`config.mk`:
```
export PLATFORM = sky130hd
export DESIGN_NAME = serial_tx_bitclk
export DESIGN_NICKNAME = d
export VERILOG_FILES = /design/src/rtl/serial_tx_bitclk.sv
export SDC_FILE = /design/constraint.sdc
export NUM_CORES = 1
export LEC_CHECK = 0
export ABC_AREA = 1
export CELL_PAD_IN_SITES_DETAIL_PLACEMENT = 1
export CELL_PAD_IN_SITES_GLOBAL_PLACEMENT = 1
export CORE_MARGIN = 2
export CORE_UTILIZATION = 37
export CTS_CLUSTER_SIZE = 12
export DETAILED_ROUTE_END_ITERATION = 6
export GPL_TIMING_DRIVEN = 1
export PLACE_DENSITY = 0.89
export SYNTH_ARGS = -nofsm -noshare
export SYNTH_HDL_FRONTEND = slang
export SYNTH_SLANG_ARGS = --single-unit
```
`constraint.sdc`:
```
create_clock -name clk -period 1.7 [get_ports clk]
set_input_delay 0.17 -clock clk [delete_from_list [all_inputs] [get_ports clk]]
set_output_delay 0.17 -clock clk [all_outputs]
set_load 0.03 [all_outputs]
```
`src/rtl/serial_tx_bitclk.sv`:
```
// serial_tx_bitclk
//   Serial frame transmitter paced by a divided bit clock level. A word is taken
//   over a valid/ready handshake and shifted out as: start bit (0), DATA_W data
//   bits LSB-first, an optional parity bit, then STOP_BITS stop bits (1).
//   One line bit lasts one bit_clk period; the line moves 1 clk after each
//   rising edge of bit_clk is seen.
//
// Ports
//   clk        in   system clock, all logic on posedge
//   reset      in   asynchronous reset, active-low
//   bit_clk    in   divided clock level, synchronous to clk
//   tx_valid   in   upstream word valid
//   tx_data    in   word to send (DATA_W bits), sampled only on accept
//   tx_ready   out  high iff the transmitter is idle
//   tx         out  serial line, idles high, registered
//   busy       out  high iff a frame is pending or in flight
//   frame_done out  one-cycle pulse after the last stop bit, registered
//   fsm_state  out  current FSM state, for debug/observation
//
// Handshake: a word is accepted on a posedge where tx_valid && tx_ready. The
//   upstream must hold tx_valid/tx_data until then; outside IDLE both inputs are
//   ignored, so they may change freely while busy.
module serial_tx_bitclk #(
    parameter int DATA_W     = 8,
    parameter int PARITY_EN  = 0,
    parameter int PARITY_ODD = 0,
    parameter int STOP_BITS  = 1
) (
    input  logic              clk,
    input  logic              reset,
    input  logic              bit_clk,
    input  logic              tx_valid,
    input  logic [DATA_W-1:0] tx_data,
    output logic              tx_ready,
    output logic              tx,
    output logic              busy,
    output logic              frame_done,
    output logic [2:0]        fsm_state
);

    if (DATA_W < 5 || DATA_W > 9) begin : g_bad_data_w
        $error("serial_tx_bitclk: DATA_W must be in 5..9");
    end
    if (STOP_BITS < 1 || STOP_BITS > 2) begin : g_bad_stop_bits
        $error("serial_tx_bitclk: STOP_BITS must be 1 or 2");
    end

    typedef enum logic [2:0] {
        S_IDLE   = 3'd0,
        S_ARM    = 3'd1,
        S_START  = 3'd2,
        S_DATA   = 3'd3,
        S_PARITY = 3'd4,
        S_STOP   = 3'd5
    } state_t;

    localparam logic [3:0] LAST_IDX  = 4'(DATA_W - 1);
    localparam logic       LAST_STOP = 1'(STOP_BITS - 1);

    state_t            state;
    logic              bit_clk_q;
    logic              tick;
    logic [DATA_W-1:0] shreg;
    logic              par;
    logic [3:0]        bit_idx;
    logic              stop_cnt;

    // One tick per bit_clk period, on its rising level. bit_clk_q resets high so
    // a bit_clk that is already high at reset release does not tick.
    assign tick      = bit_clk & ~bit_clk_q;
    assign tx_ready  = (state == S_IDLE);
    assign busy      = (state != S_IDLE);
    assign fsm_state = state;

    always_ff @(posedge clk or negedge reset) begin
        if (!reset) begin
            state      <= S_IDLE;
            tx         <= 1'b1;
            frame_done <= 1'b0;
            bit_clk_q  <= 1'b1;
            shreg      <= '0;
            par        <= 1'b0;
            bit_idx    <= '0;
            stop_cnt   <= 1'b0;
        end else begin
            bit_clk_q  <= bit_clk;
            frame_done <= 1'b0;
            case (state)
                S_IDLE: begin
                    tx <= 1'b1;
                    if (tx_valid) begin
                        shreg <= tx_data;
                        par   <= (PARITY_ODD != 0) ? ~^tx_data : ^tx_data;
                        state <= S_ARM;
                    end
                end
                // Accept is not aligned to the bit grid: wait for the next tick
                // so the start bit gets a full bit period.
                S_ARM: begin
                    if (tick) begin
                        tx    <= 1'b0;
                        state <= S_START;
                    end
                end
                S_START: begin
                    if (tick) begin
                        tx      <= shreg[0];
                        bit_idx <= '0;
                        state   <= S_DATA;
                    end
                end
                // The word shifts right so the next data bit is always shreg[1].
                S_DATA: begin
                    if (tick) begin
                        if (bit_idx != LAST_IDX) begin
                            tx      <= shreg[1];
                            shreg   <= shreg >> 1;
                            bit_idx <= bit_idx + 4'd1;
                        end else if (PARITY_EN != 0) begin
                            tx    <= par;
                            state <= S_PARITY;
                        end else begin
                            tx       <= 1'b1;
                            stop_cnt <= 1'b0;
                            state    <= S_STOP;
                        end
                    end
                end
                S_PARITY: begin
                    if (tick) begin
                        tx       <= 1'b1;
                        stop_cnt <= 1'b0;
                        state    <= S_STOP;
                    end
                end
                S_STOP: begin
                    if (tick) begin
                        if (stop_cnt == LAST_STOP) begin
                            state      <= S_IDLE;
                            frame_done <= 1'b1;
                        end else begin
                            stop_cnt <= stop_cnt + 1'b1;
                        end
                    end
                end
                default: begin
                    tx    <= 1'b1;
                    state <= S_IDLE;
                end
            endcase
        end
    end

endmodule

```
# --- Word level (Yosys, flattened, before mapping) ---
# Cells that the tools add are included.
word_totals:
  register_bits: 19
  output_inout_bits: 7
  word_cells: 68
classes:
  addsub: 2
  eq_ne: 15
  mux: 31
  bitwise: 3
  n_reduce_logical: 10
op_table:
  columns: ["operator", "count"]
  rows:
  - ["3-bit two-way mux", 8]
  - ["8-bit two-way mux", 3]
  - ["2-bit inequality test (second input constant)", 9]
  - ["3-bit one-hot mux with 6 select lines", 1]
  - ["8-bit one-hot mux with 2 select lines", 1]
  - ["1-bit two-way mux", 12]
  - ["4-bit two-way mux", 3]
  - ["5-bit AND reduction", 2]
  - ["4-bit one-hot mux with 2 select lines", 1]
  - ["4-bit AND reduction", 2]
  - ["8-bit AND reduction", 1]
  - ["3-bit by 2-bit equality test with 1-bit output (second input constant)", 2]
  - ["3-bit equality test (second input constant)", 2]
  - ["3-bit nonzero test", 2]
  - ["1-bit one-hot mux with 5 select lines", 1]
  - ["4-bit by 1-bit adder with 4-bit output (second input constant)", 1]
  - ["4-bit by 3-bit inequality test with 1-bit output (second input constant)", 1]
  - ["2-bit nonzero test", 2]
  - ["3-bit by 1-bit equality test with 1-bit output (second input constant)", 1]
  - ["3-bit zero test", 1]
  - ["1-bit one-hot mux with 3 select lines", 1]
  - ["1-bit NOT", 2]
  - ["1-bit adder (second input constant)", 1]
  - ["1-bit bitwise AND", 1]

# --- Logic depth before layout (Yosys ltp) ---
logic_depth:
  word_depth: 4
  mapped_depth: 9

# --- Worst setup path after synthesis ---
# OpenSTA, ideal clock, no wires.
synth_timing:
  path_kind: "register -> register"
  start: "register state[1] (netlist: fsm_state[1])"
  end: "register tx"
  arrival_ns: 1.490
  required_ns: 1.621
  path_slack_ns: 0.131
  stages_incl_launch_ff: 8
  period_less_slack_ns: 1.569
  path_cell_list: "dfrtp_1 buf_4 nor2_4 nand2_4 inv_1 nor2_1 o21ai_0 nand2_1"
synth_via:
  elab_chain_cells: 3
  word_cells_on_any_way: 12
synth_rtl:
  columns: ["item", "line_no", "source"]
  rows:
  - ["start, declared", "60", "state_t state;"]
  - ["start signal, assigned", "77", "state <= S_IDLE;"]
  - ["start signal, assigned", "94", "state <= S_ARM;"]
  - ["start signal, assigned", "102", "state <= S_START;"]
  - ["3-bit by 1-bit equality test with 1-bit output (tied with other cells)", "88", "case (state)"]
  - ["2-bit inequality test (no source line) / 1-bit NOT (equally long branches)", null, null]
  - ["5-bit AND reduction (no source line)", null, null]
  - ["end signal, assigned", "107", "tx <= shreg[0];"]
  - ["end signal, assigned", "116", "tx <= shreg[1];"]
  - ["end signal, assigned", "120", "tx <= par;"]
  - ["end, declared", "35", "output logic tx,"]
# Parallel ways exist; a longest one is shown, timed or not.
# A chain may end at the register's enable or synchronous reset.

# --- Final worst setup path ---
layout_timing:
  start: "register state[0] (netlist: fsm_state[0])"
  end: "output port busy"
layout_via:
  elab_chain_cells: 1
layout_rtl:
  columns: ["item", "line_no", "source"]
  rows:
  - ["3-bit nonzero test", "72", "assign busy = (state != S_IDLE);"]
  - ["end, declared", "36", "output logic busy,"]
# No other way between the ends.

==> results.txt <==
The detailed-placement wirelength estimate came out at 2020 um. The tightest hold path in the finished design has a slack of 0.209 ns. The fraction of layout cells with a size suffix above 1 is 15.4%. The worst min-delay path class is in -> async. The reg-to-reg critical path endpoint is shreg[0]. The number of nets at the end of the flow is 183. After the first detailed-routing iteration, the DRC count stood at 9. The congestion estimate from routability-driven global placement came to 0.779. STA classifies the critical path startpoint as a flip-flop.

The clock root buffer is sky130_fd_sc_hd__clkbuf_4. The area overhead of the layout relative to synthesis came out at 24.8%. The detailed-route wire length came out at 2780 um.

The overflow left after global routing came out at 0. The worst clock skew on the final layout is 0.00184 ns. The post-CTS setup repair buffer count came out at 0.

The total buffers and inverters traversed by the critical path is 1. The leakage power summed over all cells is 0.723 nW. The library cell used most frequently in the layout, excluding fill and tap cells, is sky130_fd_sc_hd__nand2_1. After synthesis, the cell types taking the most area are sky130_fd_sc_hd__dfrtp_1 37%, sky130_fd_sc_hd__nand2_1 23%, sky130_fd_sc_hd__nand3_1 6.0%, sky130_fd_sc_hd__dfstp_2 4.9%, sky130_fd_sc_hd__nand2_8 3.7%. After clock tree synthesis, the clock-pin slew on the worst setup and hold paths is 0.11 ns. The worst pin sits at a relative slew slack of 64.1%. The post-synthesis instance total is 145. The clock tree from TritonCTS is yes. The initial cell density of the core is 39.1%.

The final number of hold-violating endpoints is 0. The final sum of negative setup slack came out at 0 ns. The core area came out at 2760 um^2.

From left edge to right edge, the die measures 58.0 um. The flip-flop and latch count after synthesis came out at 18. The post-route core utilization came out at 48.8%. After layout, the worst path uses 95.5% of the clock period. The highest clock frequency the design can meet came out at 616 MHz. Leaving out fill and tap cells, the most frequent cells in the layout are 65 x sky130_fd_sc_hd__nand2_1, 15 x sky130_fd_sc_hd__dfrtp_1, 13 x sky130_fd_sc_hd__nand3_1, 13 x sky130_fd_sc_hd__clkdlybuf4s50_1, 10 x sky130_fd_sc_hd__inv_1. The flow ran to the end, and the final reports show no timing, DRC or antenna violations.

Port buffering added 18 buffers. The largest net degree at the start of global routing came out at 11. The number of detailed-routing iterations run before antenna repair came out at 4. The number of vias in the routed layout is 1,021. The reg2reg setup slack came out at 0.20 ns. After synthesis, the netlist uses 22 different library cells.

The average size of a mapped cell came out at 7.44 um^2. The required time at the worst-slack endpoint is 1.53 ns. The later-pin clock latency in the skew report came out at 0.30 ns.

The largest fanout on the critical path came out at 6. The power per cell area came out at 1840 nW/um^2. The worst IR drop on VDD came out at 1.14 mV.

The remaining antenna violation count after routing is 0. The capturing element type of the critical path is a primary output. After detailed routing, the number of remaining DRC violations is 0. The time the worst path needs with I/O delays and setup is 1.62 ns. For the worst setup path, the data arrival time is 1.45 ns. The slowest library cell on the worst path is sky130_fd_sc_hd__dfrtp_2.

The delay of the slowest cell on the worst path is 0.48 ns. The number of antenna violations at the first check in global routing is 0. The number of hold-repair buffers added at the cts stage is 0. The maximum clock insertion buffer count came out at 2. The die is 58.0 um tall. The post-synthesis net count is 158. The number of global-route vias before repair came out at 1,039.

Setup repair after global routing left no endpoint under its margin. The startpoint identified for the worst register-to-register timing path is fsm_state[1]. The area share of the leading cell type in the synthesized netlist came out at 37.1%.

The final cell count without fillers is 200. The post-synthesis instance area came out at 1080 um^2. In the final routed layout, each cell accounts on average for 13.9 um. Grouping stages by cell kind, the critical path spends the most delay in flip-flops. The slew at the pin with the worst max-slew slack came out at 0.537 ns. The classification of the worst setup path is reg -> out. Summed over all instances, the cell type with the most area after synthesis is sky130_fd_sc_hd__dfrtp_1.

The instance count after placement with tap cells included came out at 196. The logic depth of the worst register-to-register path is 8. Setup violations remaining at the end of the flow were counted as 0. Max-cap violations in this run came to 0. For this design, the sink count on the clock tree is 18. Walking the worst path, the cells encountered are nor2_4 > nand2_4 > dlygate4sd2_1. The full die area is 3360 um^2. The number of cell rows is 19.

The number of buffers added by the clock tree synthesis step came out at 3. Global routing used 18.4% of the available tracks. Using the TritonRoute via totals, the vias-per-cell ratio works out to 5.11. The antenna cell count came out at 0. The first global-routing pass estimated 4730 um of wire. The number of primary I/O pins is 19. The max-slew violation count came to 0. The number of warnings issued by yosys is 0. The total number of H-tree levels came out at 1. The sequential area share after synthesis is 42.0%.
[layout make-up]
type,instances,area (um^2)
well taps,31,38.8
multi-input cells,113,559
flip-flops and latches,18,454
clock buffers,4,36.3
inverters,12,47.5
fillers,360,1410
repair buffers,22,210
[how the worst max path moves through the flow]
stage | endpoint | depth (start not counted) | slack (ns) | from
finish | busy | 3 | 0.08 | fsm_state[0]
global route | busy | 3 | 0.02 | fsm_state[0]
CTS | fsm_state[2] | 2 | 0.005 | fsm_state[2]
detailed placement | busy | 3 | 0.18 | fsm_state[0]
global placement | busy | 3 | 0.22 | fsm_state[0]
floorplan | tx | 7 | 0.13 | fsm_state[1]
[stage by stage]
step                total power, W  area, um^2  setup slack (ns)
CTS                        0.00250        1340           0.00541
global placement           0.00214        1310             0.218
global route               0.00270        1350            0.0196
floorplan                  0.00179        1080             0.131
finish                     0.00248        1350            0.0763
detailed placement         0.00221        1310             0.181
[registers in the layout (all words and copies together) (netlist names)]
signal and cells:
shreg 8, bit_idx 4, fsm_state 3, bit_clk_q 1, frame_done 1, tx 1
[power breakdown]
group	switching [W]	total (W)	internal [W]
Clock	0.000148	0.000278	0.000131
Combinational	0.000985	0.00149	0.000504
Sequential	0.000119	0.000714	0.000596
[cells by family (layout without fill, tap and decap cells)]
| logic type | Yosys count | count (layout) | synth area share, % |
|---|---|---|---|
| AND/OR/NAND/NOR | 107 | 107 | 48.4 |
| buffers and inverters | 14 | 38 | 6.15 |
| AO/OA/AOI/OAI | 5 | 5 | 2.32 |
| adder cells (fa/ha/maj) | 1 | 1 | 1.16 |
| flip-flops | 18 | 18 | 42.0 |
[cell usage after synthesis (all sizes together)]
cell type and n:
inv 12, nor3 1, nand4 5, nand2 73
dfstp 2, buf 2, nand3 15, o21ai 5
nor2 11, or2 1, ha 1, nor4 1
dfrtp 16
[timing repair]
action                                  4_1_cts  5_1_grt
pin swaps                                     0        0
endpoints found under the setup margin        2        3
gates resized for setup                       2        3
[layer usage]
layer  track usage [%]  share of wire [%]
met5                 0                  0
met4              7.64               0.79
met3              2.23                2.0
met2              30.0                 51
met1              24.9                 46
Power figures use the tool's default switching activity.
